### config.mk
export PLATFORM = sky130hd
export DESIGN_NAME = perceptron_ctrl
export DESIGN_NICKNAME = d
export VERILOG_FILES = /design/src/rtl/perceptron_pkg.sv /design/src/rtl/rr_arbiter2.sv /design/src/rtl/perceptron_ctrl.sv
export SDC_FILE = /design/constraint.sdc
export NUM_CORES = 1
export LEC_CHECK = 0
export ABC_CLOCK_PERIOD_IN_PS = 2050
export BUFFER_PORTS_ARGS = -buffer_cell sky130_fd_sc_hd__buf_2
export CORE_MARGIN = 3
export CORE_UTILIZATION = 45
export CTS_BUF_LIST = sky130_fd_sc_hd__clkbuf_4
export CTS_CLUSTER_DIAMETER = 100
export DETAILED_ROUTE_END_ITERATION = 10
export PLACE_DENSITY = 0.73
export SYNTH_ARGS = -nofsm -noshare
export SYNTH_HDL_FRONTEND = slang
export SYNTH_SLANG_ARGS = --single-unit
### constraint.sdc
create_clock -name clk -period 2.05 [get_ports clk]
set_input_delay 0.41 -clock clk [delete_from_list [all_inputs] [get_ports clk]]
set_output_delay 0.41 -clock clk [all_outputs]
set_load 0.02 [all_outputs]
### src/rtl/perceptron_pkg.sv
// Shared types and widths for the perceptron request controller.
// The reject rule for classifier results also lives here.
package perceptron_pkg;

    localparam int NUM_CLASSES = 10;
    localparam int EDGE_W      = 3;
    localparam int CURVE_W     = 4;
    localparam int CLASS_W     = 4;

    typedef enum logic [1:0] {
        ST_IDLE   = 2'd0,
        ST_SETTLE = 2'd1,
        ST_RESP   = 2'd2
    } state_e;

    // Any class code above the last valid class is a reject.
    function automatic logic is_reject(input logic [CLASS_W-1:0] cls);
        return (cls > CLASS_W'(NUM_CLASSES - 1));
    endfunction

endpackage

### src/rtl/rr_arbiter2.sv
// Two-way round-robin arbiter.
// A tie goes to the requester not granted last, and requester 0 wins the first tie after reset.
module rr_arbiter2 (
    input  logic       clk,
    input  logic       rst_n,
    input  logic [1:0] req,
    input  logic       advance,
    output logic [1:0] gnt
);

    logic last_q;
    logic last_d;

    // Grant decode and pointer update
    always_comb begin
        gnt    = 2'b00;
        last_d = last_q;
        case (req)
            2'b01:   gnt = 2'b01;
            2'b10:   gnt = 2'b10;
            2'b11:   gnt = last_q ? 2'b01 : 2'b10;
            default: gnt = 2'b00;
        endcase
        if (advance) begin
            last_d = gnt[1];
        end else begin
            last_d = last_q;
        end
    end

    // Last-granted pointer, reset so that A wins the first tie
    always_ff @(posedge clk or negedge rst_n) begin
        if (!rst_n) begin
            last_q <= 1'b1;
        end else begin
            last_q <= last_d;
        end
    end

endmodule

### src/rtl/perceptron_ctrl.sv
// Arbitrates two feature requesters onto a shared combinational classifier.
// It holds the operands for a settle window, then returns the class with a ready/valid handshake.
module perceptron_ctrl
    import perceptron_pkg::*;
#(
    parameter int SETTLE_CYCLES = 2
) (
    input  logic               clk,
    input  logic               rst_n,
    input  logic               flush,
    input  logic               a_valid,
    output logic               a_ready,
    input  logic               b_valid,
    output logic               b_ready,
    input  logic [EDGE_W-1:0]  a_edges,
    input  logic [EDGE_W-1:0]  b_edges,
    input  logic [CURVE_W-1:0] a_curves,
    input  logic [CURVE_W-1:0] b_curves,
    output logic [EDGE_W-1:0]  cls_edges,
    output logic [CURVE_W-1:0] cls_curves,
    input  logic [CLASS_W-1:0] cls_out,
    output logic               res_valid,
    input  logic               res_ready,
    output logic [CLASS_W-1:0] res_class,
    output logic               res_reject,
    output logic               res_id,
    output logic               busy,
    output logic [7:0]         done_count
);

    state_e               state_q, state_d;
    logic [3:0]           cnt_q, cnt_d;
    logic [EDGE_W-1:0]    edges_q, edges_d;
    logic [CURVE_W-1:0]   curves_q, curves_d;
    logic                 id_q, id_d;
    logic                 res_valid_q, res_valid_d;
    logic [CLASS_W-1:0]   res_class_q, res_class_d;
    logic                 res_reject_q, res_reject_d;
    logic                 res_id_q, res_id_d;
    logic [7:0]           done_q, done_d;
    logic                 grant_en_s;
    logic [1:0]           gnt_s;
    logic                 accept_s;

    // Grants are offered only in IDLE, outside reset and flush
    assign grant_en_s = rst_n && !flush && (state_q == ST_IDLE);

    rr_arbiter2 u_arb (
        .clk     (clk),
        .rst_n   (rst_n),
        .req     ({b_valid, a_valid} & {2{grant_en_s}}),
        .advance (accept_s),
        .gnt     (gnt_s)
    );

    assign a_ready    = gnt_s[0];
    assign b_ready    = gnt_s[1];
    assign accept_s   = (a_valid & gnt_s[0]) | (b_valid & gnt_s[1]);
    assign cls_edges  = edges_q;
    assign cls_curves = curves_q;
    assign res_valid  = res_valid_q;
    assign res_class  = res_class_q;
    assign res_reject = res_reject_q;
    assign res_id     = res_id_q;
    assign busy       = (state_q != ST_IDLE);
    assign done_count = done_q;

    // Next-state, operand capture and result capture
    always_comb begin
        state_d      = state_q;
        cnt_d        = cnt_q;
        edges_d      = edges_q;
        curves_d     = curves_q;
        id_d         = id_q;
        res_valid_d  = res_valid_q;
        res_class_d  = res_class_q;
        res_reject_d = res_reject_q;
        res_id_d     = res_id_q;
        done_d       = done_q;
        case (state_q)
            ST_IDLE: begin
                if (accept_s) begin
                    edges_d  = gnt_s[1] ? b_edges  : a_edges;
                    curves_d = gnt_s[1] ? b_curves : a_curves;
                    id_d     = gnt_s[1];
                    cnt_d    = 4'(SETTLE_CYCLES - 1);
                    state_d  = ST_SETTLE;
                end else begin
                    state_d  = ST_IDLE;
                end
            end
            ST_SETTLE: begin
                if (cnt_q == 4'd0) begin
                    res_class_d  = cls_out;
                    res_reject_d = is_reject(cls_out);
                    res_id_d     = id_q;
                    res_valid_d  = 1'b1;
                    state_d      = ST_RESP;
                end else begin
                    cnt_d        = cnt_q - 4'd1;
                end
            end
            ST_RESP: begin
                if (res_ready) begin
                    res_valid_d = 1'b0;
                    state_d     = ST_IDLE;
                    done_d      = (done_q == 8'hFF) ? done_q : done_q + 8'd1;
                end else begin
                    state_d     = ST_RESP;
                end
            end
            default: begin
                state_d     = ST_IDLE;
                res_valid_d = 1'b0;
            end
        endcase
        // Flush wins over everything but keeps the completion count
        if (flush) begin
            state_d     = ST_IDLE;
            res_valid_d = 1'b0;
            done_d      = done_q;
        end else begin
            state_d     = state_d;
        end
    end

    // Controller state registers
    always_ff @(posedge clk or negedge rst_n) begin
        if (!rst_n) begin
            state_q      <= ST_IDLE;
            cnt_q        <= 4'd0;
            edges_q      <= '0;
            curves_q     <= '0;
            id_q         <= 1'b0;
            res_valid_q  <= 1'b0;
            res_class_q  <= '0;
            res_reject_q <= 1'b0;
            res_id_q     <= 1'b0;
            done_q       <= 8'd0;
        end else begin
            state_q      <= state_d;
            cnt_q        <= cnt_d;
            edges_q      <= edges_d;
            curves_q     <= curves_d;
            id_q         <= id_d;
            res_valid_q  <= res_valid_d;
            res_class_q  <= res_class_d;
            res_reject_q <= res_reject_d;
            res_id_q     <= res_id_d;
            done_q       <= done_d;
        end
    end

endmodule

==> impl_results.md, run 1 <==
* Status: finished clean
* Most common cell after layout, fill and taps aside: buf_2
* Syn_nets at 154
* Internal power at 0.00119 W
* CTS tree: done
* Final Hold Vio Count at 0
* HPWL after DPL at 2.24 mm
* Seq/Total Area, Yosys at 0.525
* Global placer's final weighted congestion at 0.776
* Critical setup path kind: flop to output pin
* Peak supply drop at 0.562 mV
* Period minus WS final at between 1.5 and 2 ns
* P_leak at 0.992 nW
* Combinational share of power at 0.349
* Total Neg Setup Slack at 0 ns
* H-tree level count at 2
* Total die area at 0.00389 mm^2
* FFs w/ async S/R, synth at 1.00
* Cell Pwr Density at 1030 mW/mm^2
* Total power at between 0.0015 and 0.002 W
* Clock slew at reported path FFs at roughly 0.1 ns
* Wire length per cell at 13.3 um
* Antenna viol nets, final at 0
* Final hold slack at 0.0837 ns
* Gr usage total at 0.168
* Num CTS Buffers at 5
* Non-filler cells, final at 223
* Flop pwr share at 0.464
* I/O pins at 49
* Buffers on Ports at 48
* Pins Over Slew Limit at 0
* Hold Buf Count CTS at 0
* Slew headroom at 0.236
* CP Max Fanout at 7
* CP top delay family: flip-flops
* # DRC at 0
* Antenna diodes at 0
* Placed Instances at between 200 and 250
* Share of cells above drive strength 1 at 0.414
* Slew at the pin closest to its max-slew limit at 1.14 ns
* Dpl ws at roughly 0.027 ns
* Post-layout nets at approximately 210
* Main flop type after synthesis: dfrtp_1
* Drt first pass iters at 4
* Sw Pwr at 0.000649 W
* First-pass GRT wire length at ~5.2 mm
* Mapped Cells at between 100 and 150
* Max clock buf depth at 2
* Peak Freq at 530 MHz
* Die X at 62.4 um
* Grt ovf at 0
* EDFF count, synth at 0
* CP required at roughly 1.6 ns
* Final period utilization at 0.921
* Die height at around 62 um
* Rows at 19
* Initial antenna violation count at 0
* Clk Latency, worst-skew pair at 0.33 ns
* Clock Sinks at 30
* MaxCap Viol Count at 0
* Vias in the first global route at roughly 1,100
* Crit-path cells: nor4b_4 -> nand3_1 -> inv_1 -> buf_2
* Initial core utilization at 0.494
* Sw Ratio at 0.353
* Yosys warnings at 0
* Worst-case clock skew at 0.0134 ns
* Hold Crit Class: input pin to asynchronous set/reset pin
* Final wirelength at roughly 3 mm
* Area Growth Syn to Fin at 24.2%
* Vias/cell at 5.06
* CP Capture Type: output pin
* Clock Power Share at 0.187
* Drt initial violations at 46
* Syn Area/Cell at 11.3 um^2
* Mapped Area at 0.00143 mm^2
* Largest net degree at the start of global routing at 31
* Worst Setup Start Kind: flop
* Yosys reg bits at 30
* Most frequent cells in the layout: 48 x buf_2, 29 x dfrtp_1, 24 x nand2_1
* Final setup fails at 0
* Core area at 0.00290 mm^2
* Critical path's largest stage delay at ~0.47 ns
* DR vias at 1,128
* Slowest CP cell: dfrtp_1
* Min setup slack post-route at between 0.15 and 0.2 ns
* Critical path buffers and inverters at 2
* Yosys cell types at 37
* Critical Path AT at 1.48 ns
* Root Driver: clkbuf_4
* RSZ-0062 raised after global routing: no
[registers in the layout, indices dropped and copies added (netlist names)]
name,flops
cls_edges,3
res_id,1
id_q,1
u_arb.last_q,1
done_count,8
cnt_q,4
res_class,4
cls_curves,4
res_valid,1
state_q,2
res_reject,1
[what timing repair did]
item                       4_1_cts  5_1_grt
setup endpoints to repair        0        1
gates resized for setup          0        1
setup buffers                    0        0
[power by group through the flow]
stage / Sequential, W / Combinational (W) / Clock, W
6_report: 0.000852 / 0.000641 / 0.000342
2_1_floorplan: 0.000984 / 0.000303 / 0
5_1_grt: 0.000876 / 0.000699 / 0.000379
4_1_cts: 0.000852 / 0.000648 / 0.000349
3_5_place_dp: 0.000862 / 0.000646 / 0
3_3_place_gp: 0.000851 / 0.000624 / 0
[cells by family after synthesis]
kind of cell               share of synthesized area
AOI/OAI and AO/OA                             0.0673
xor gates and xnor gates                      0.0542
adders and majority gates                     0.0262
buffers and inverters                         0.0245
DFF                                            0.525
muxes                                          0.109
and+or+nand+nor                                0.193
[cell usage after synthesis (2+ instances only)]
cell type | n | area [um^2]
dfrtp_1 | 29 | 726
nor3_1 | 2 | 10.0
clkbuf_1 | 2 | 7.51
o21ai_1 | 4 | 20.0
mux2_4 | 5 | 75.1
nand2_1 | 24 | 90.1
a21oi_1 | 3 | 15.0
ha_1 | 3 | 37.5
o21ai_0 | 9 | 45.0
nand3_1 | 5 | 25.0
xnor2_1 | 4 | 35.0
xor2_1 | 3 | 26.3
mux2i_1 | 7 | 70.1
and2_1 | 2 | 12.5
inv_1 | 3 | 11.3
[cell type report]
| cell class | instances | area (um^2) |
|---|---|---|
| Inverter | 3 | 11.3 |
| Timing Repair Buffer | 50 | 255 |
| Tap cell | 42 | 52.6 |
| Clock inverter | 2 | 8.76 |
| Multi-Input combinational cell | 90 | 653 |
| Clock buffer | 6 | 45.0 |
| Fill cell | 254 | 1120 |
| Sequential cell | 30 | 752 |
[stage by stage]
step | utilization | cell area, um^2
floorplan | - | 1430
global placement | 0.591 | 1720
detailed placement | 0.591 | 1720
CTS | 0.610 | 1770
global route | 0.613 | 1780
finish | 0.613 | 1780
[worst reg2reg max path, delay by kind of cell, from the launching register on]
family | cells | cell delay, ns
AO/OA/AOI/OAI | 1 | 0.61
flip-flops | 1 | 0.48
multiplexers | 1 | 0.33
AND/OR/NAND/NOR | 2 | 0.29
[worst paths after layout]
kind	startpoint	to	slack (ns)	depth (start not counted)
min	rst_n	res_id	0.08	2
max	state_q[0]	b_ready	0.16	4
max reg2reg	state_q[0]	cnt_q[0]	0.24	4
max in group asynchronous	rst_n	u_arb.last_q	1.65	2
min reg2reg	u_arb.last_q	u_arb.last_q	0.47	2
min in group clk	cls_out[0]	res_class[0]	0.30	2
[metal layers]
metal  vias up  share of wire  track usage
li1        541              -            -
met2        28           0.53        0.302
met5         -              0            0
met1       554           0.39        0.186
met3         5          0.061       0.0540
met4         0          0.015       0.0579
No activity file was read; power rests on OpenSTA's default activity.
==> run 2: changes to the inputs <==
Settings changed: PLACE_DENSITY 0.73 to 0.75.
==> impl_results.md, run 2 (synthesis results as in run 1) <==
* Status: finished clean
* Cell Pwr Density at 1030 mW/mm^2 (-0.41%)
* H-tree level count at 2 (unchanged)
* Max clock buf depth at 2 (unchanged)
* Peak supply drop at 0.550 mV (-2.1%)
* Core area at 0.00290 mm^2 (unchanged)
* Gr usage total at 0.171 (+0.00282)
* R2R depth at 5 (+1)
* Grt ovf at 0 (unchanged)
* Num CTS Buffers at 5 (unchanged)
* Clock slew at reported path FFs at 0.09 ns (about the same)
* Rows at 19 (unchanged)
* Buffers on Ports at 48 (unchanged)
* Post-layout nets at 207 (unchanged)
* Clock Sinks at 30 (unchanged)
* Die X at 62.4 um (unchanged)
* I/O pins at 49 (unchanged)
* RSZ-0062 raised after global routing: no
* Largest net degree at the start of global routing at 31 (unchanged)
* Initial antenna violation count at 0 (unchanged)
* Drt initial violations at 20 (-57%)
* Clk Latency, worst-skew pair at 0.33 ns (about the same)
* Total die area at 0.00389 mm^2 (unchanged)
* Filler cell count at 285 (+12%)
* CTS tree: done
* Pins Over Slew Limit at 0 (unchanged)
* # DRC at 0 (unchanged)
* Die height at 62.4 um (unchanged)
* Antenna viol nets, final at 0 (unchanged)
* Initial core utilization at 0.494 (unchanged)
* Critical setup path kind: flop to output pin
* Worst-case clock skew at 0.00719 ns (-0.00622 ns)
* Min setup slack post-route at 0.128 ns (-0.0336 ns)
* Setup slack, reg-to-reg at 0.35 ns (+0.11 ns)
* Dpl ws at 0.124 ns (+0.0967 ns)
* CP Max Fanout at 7 (unchanged)
* Most common cell after layout, fill and taps aside: buf_2
* P_leak at 0.983 nW (-0.96%)
* Register area at 752 um^2 (unchanged)
* Critical Path AT at 1.51 ns (+0.03 ns)
* Final Hold Vio Count at 0 (unchanged)
* Most frequent cells in the layout: 48 x buf_2, 29 x dfrtp_1, 24 x nand2_1
* Placed Instances at 215 (unchanged)
* Vias/cell at 4.95 (-2.2%)
* Footprint of the multi-input gates at 644 um^2 (-1.3%)
* Final setup fails at 0 (unchanged)
* Peak Freq at 520 MHz (-1.7%)
* Hold Buf Count CTS at 0 (unchanged)
* Hold Crit Class: input pin to asynchronous set/reset pin
* Area Growth Syn to Fin at 23.6%
* R2r endpoint: res_class[0]
* DR vias at 1,103 (-2.2%)
* Largest register FFs at 8 (unchanged)
* Period minus WS final at 1.92 ns (+0.0336 ns)
* Final period utilization at 0.938 (+0.0164)
* MaxCap Viol Count at 0 (unchanged)
* HPWL after DPL at 2.25 mm (+0.43%)
* RR Startpoint: cnt_q[0]
* Drt first pass iters at 4 (unchanged)
* Vias in the first global route at 1,180 (+2.8%)
* Final wirelength at 2.93 mm (-1.0%)
* Slew headroom at 0.286 (+0.0498)
* CP required at 1.64 ns (about the same)
* Worst Setup Start Kind: flop
* Total Neg Setup Slack at 0 ns (unchanged)
* Cts repair resizes at 0 (unchanged)
* Slew at the pin closest to its max-slew limit at 1.06 ns (-0.0742 ns)
* Share of cells above drive strength 1 at 0.414 (unchanged)
* Final hold slack at 0.0844 ns (+0.000742 ns)
* First-pass GRT wire length at 5.33 mm (+2.2%)
* Global placer's final weighted congestion at 0.734 (-5.3%)
* Non-filler cells, final at 223 (unchanged)
* Root Driver: clkbuf_4
* Wire length per cell at 13.1 um (-1.0%)
* Antenna diodes at 0 (unchanged)
* CP Capture Type: output pin
* Postcts setup bufs at 0 (unchanged)
==> run 2: worst max-delay path by stage <==
stage,startpoint,end,cells after the start
after CTS,state_q[0],b_ready,4
after global placement,a_valid,cnt_q[0],4
after global routing,state_q[0],b_ready,4
after detailed placement,a_valid,cnt_q[0],4
after floorplan,done_count[0],done_count[5],5
final,state_q[0],a_ready,3
==> run 2: area by class of cell <==
cell class                 instances  share of cell area
tap                               42              0.0297
inverter                           3             0.00636
sequential                        30               0.425
multi-input combinational         90               0.364
timing repair buffer              50               0.144
clock buffer                       5              0.0212
clock inverter                     3             0.00919
==> run 2: layer usage <==
metal / GRT usage / vias up / part of all wire
met2: 0.302 / 33 / 0.51
met1: 0.187 / 525 / 0.41
met4: 0.0496 / 0 / 0.014
li1: - / 539 / -
met3: 0.0701 / 6 / 0.061
met5: 0 / - / 0
==> run 2: report_power, final <==
| group | leakage (nW) | internal (W) | total [W] | switching (W) |
|---|---|---|---|---|
| clock network | 0.0286 | 0.000127 | 0.000334 | 0.000207 |
| registers | 0.385 | 0.000748 | 0.000848 | 0.000100 |
| logic | 0.569 | 0.000297 | 0.000637 | 0.000340 |
==> run 2: critical path, stage by stage, from the launching register on <==
cell and delay [ns]:
dfrtp_1 0.46, nor4b_2 0.35, and3_1 0.21, buf_2 0.16
==> run 2: per-stage QoR <==
stage / total power, W / area [um^2] / util
final: 0.00182 / 1770 / 0.610
after global routing: 0.00196 / 1770 / 0.610
after CTS: 0.00185 / 1770 / 0.610
after detailed placement: 0.00150 / 1720 / 0.591
after global placement: 0.00147 / 1720 / 0.591
after floorplan: 0.00129 / 1430 / -
==> run 3: changes to the inputs <==
Settings changed: PLACE_DENSITY 0.75 to 0.74, SYNTH_HIERARCHICAL from default to 1.
==> impl_results.md, run 3 <==
* Final hold slack at 0.103 ns (+0.0188 ns)
* Slew headroom at 0.749 (+0.464)
* FFs w/ async S/R, synth at 1.00 (unchanged)
* CTS tree: done
* Final wirelength at 3.51 mm (+20%)
* Worst Setup Start Kind: flop
* DR vias at 1,272 (+15%)
* Area Growth Syn to Fin at 30.6%
* Filler cell count at 283 (-0.70%)
* Hold Buf Count CTS at 0 (unchanged)
* Final setup fails at 0 (unchanged)
* Yosys top cell area share at 0.470 (-0.0374)
* Mapped Area at 0.00155 mm^2 (+8.0%)
* Period minus WS final at 2.05 ns (+0.125 ns)
* Yosys top cell by area: dfrtp_1
* Num CTS Buffers at 5 (unchanged)
* Crit-path cells: nor2_4 -> inv_4 -> nor3b_4 -> and2_4 -> a21boi_4 -> buf_6
* Critical path buffers and inverters at 2 (+1)
* Wire length per cell at 14.6 um (+11%)
* Slowest CP cell: dfrtp_1
* CP Capture Type: output pin
* Final Hold Vio Count at 0 (unchanged)
* Max clock buf depth at 2 (unchanged)
* Antenna diodes at 0 (unchanged)
* Die height at 64.6 um (+3.5%)
* Clk Latency, worst-skew pair at 0.33 ns (about the same)
* CP Max Fanout at 2 (-5)
* Vias/cell at 5.30 (+7.2%)
* Share of cells above drive strength 1 at 0.469 (+0.0550)
* Rows at 20 (+1)
* Largest register FFs at 8 (unchanged)
* RSZ-0062 raised after global routing: yes
* First-pass GRT wire length at 5.91 mm (+11%)
* Initial antenna violation count at 0 (unchanged)
* Largest net degree at the start of global routing at 31 (unchanged)
* Syn_nets at 163 (+5.8%)
* Total die area at 0.00417 mm^2 (+7.2%)
* Mapped Cells at 136 (+7.1%)
* Pins Over Slew Limit at 0 (unchanged)
* P_leak at 0.952 nW (-3.1%)
* Drt initial violations at 45 (+130%)
* Global placer's final weighted congestion at 0.886 (+21%)
* Core area at 0.00315 mm^2 (+8.7%)
* Critical Path AT at 1.64 ns (+0.13 ns)
* Slew at the pin closest to its max-slew limit at 0.375 ns (-0.689 ns)
* R2R depth at 9 (+4)
* Yosys cell types at 39 (+5.4%)
* Root Driver: clkbuf_4
* CP required at 1.64 ns (about the same)
* Critical path's largest stage delay at 0.42 ns (-0.04 ns)
* RR Startpoint: state_q[1]
* Crit path depth at 6 (+3)
* Hold Crit Class: input pin to asynchronous set/reset pin
* Yosys reg bits at 30 (unchanged)
* Antenna viol nets, final at 0 (unchanged)
* MaxCap Viol Count at 0 (unchanged)
* Die X at 64.6 um (+3.5%)
* Critical setup path kind: flop to output pin
* Worst-case clock skew at 0.00639 ns (-0.000802 ns)
* Cell Pwr Density at 1060 mW/mm^2 (+3.0%)
* Vias in the first global route at 1,320 (+12%)
* Peak Freq at 488 MHz (-6.1%)
* Initial core utilization at 0.490 (-0.00345)
* Yosys warnings at 6 (+6)
* Most frequent cell after synthesis: dfrtp_1
* Most frequent cells after synthesis: 29 x dfrtp_1, 11 x mux2i_1, 10 x a21oi_1, 10 x mux2_2, 9 x inv_1
* Drt first pass iters at 4 (unchanged)
* Min setup slack post-route at 0.00271 ns (-0.125 ns)
* Buffers on Ports at 48 (unchanged)
* EDFF count, synth at 0 (unchanged)
* Post-layout nets at 222 (+7.2%)
* Clock Sinks at 30 (unchanged)
* Peak supply drop at 0.707 mV (+28%)
* Most common cell after layout, fill and taps aside: buf_2
* Final period utilization at 0.999 (+0.0611)
* Most frequent cells in the layout: 46 x buf_2, 29 x dfrtp_1, 11 x mux2i_1
* H-tree level count at 2 (unchanged)
* CP top delay family: simple AND/OR/NAND/NOR gates
* # DRC at 0 (unchanged)
* Main flop type after synthesis: dfrtp_1
* Crit path launch: state_q[1]
* Grt ovf at 0 (unchanged)
* Status: finished clean
* HPWL after DPL at 2.67 mm (+19%)
* Seq/Total Area, Yosys at 0.487 (-0.0387)
* Gr usage total at 0.181 (+0.0101)
* I/O pins at 49 (unchanged)
* Syn Area/Cell at 11.4 um^2 (+0.81%)
* Dpl ws at 0.159 ns (+0.0350 ns)
* Area contributors post-synth: dfrtp_1 47%, mux2_2 7.3%, mux2i_1 7.1%
* Clock slew at reported path FFs at 0.10 ns (about the same)
==> run 3: what timing repair did <==
action | CTS | global route
buffers inserted | 2 | 1
gates cloned | 0 | 0
pin swaps | 1 | 3
gates resized for setup | 6 | 4
endpoints found under the setup margin | 2 | 8
==> run 3: kinds of logic (layout without fill, tap and decap cells) <==
family,Yosys count,after routing,share of synthesized area
DFF,30,30,0.487
adders and majority gates,3,3,0.0243
xor gates and xnor gates,3,3,0.0170
and+or+nand+nor,31,31,0.129
AOI/OAI and AO/OA,33,33,0.143
buffers and inverters,14,74,0.0461
muxes,22,22,0.154
==> run 3: area by class of cell <==
cell class	instances	area, um^2	share of cell area
clock buffers	5	37.5	0.0186
clock inverters	3	40.0	0.0198
flip-flops and latches	30	752	0.373
repair buffers	57	324	0.161
multi-input cells	92	773	0.383
inverters	9	36.3	0.0180
well taps	44	55.1	0.0273
==> run 3: metal layers <==
metal  part of all wire  routed length [um]  track usage
met5                  0                   0            0
met2               0.53                1840        0.321
met3              0.044                 155       0.0381
met1               0.42                1460        0.214
met4              0.013                  46       0.0686
==> run 3: worst paths after layout <==
check / endpoint / slack [ns]
worst max-delay path: a_ready / 0.003
max in group asynchronous: u_arb/last_q / 1.62
min in group clk: res_class[0] / 0.32
worst min-delay path: done_count[5] / 0.10
worst min register to register: res_class[0] / 0.51
worst max register to register: id_q / 0.11
==> run 3: through the flow <==
stage / setup TNS, ns / cells / total power (W) / instance area, um^2 / util
floorplan: -0.237 / 136 / 0.00142 / 1590 / -
global placement: 0 / 229 / 0.00163 / 1880 / 0.596
detailed placement: 0 / 229 / 0.00167 / 1880 / 0.596
CTS: -0.0133 / 239 / 0.00215 / 1990 / 0.632
global route: -0.117 / 240 / 0.00228 / 2020 / 0.640
finish: 0 / 240 / 0.00214 / 2020 / 0.640
==> run 3: power breakdown <==
part           total, W  leakage [nW]  switching (W)  internal [W]
Clock          0.000461        0.0450       0.000208      0.000252
Combinational  0.000800         0.531       0.000445      0.000355
Sequential     0.000877         0.377       0.000124      0.000753
Total           0.00214         0.952       0.000777       0.00136
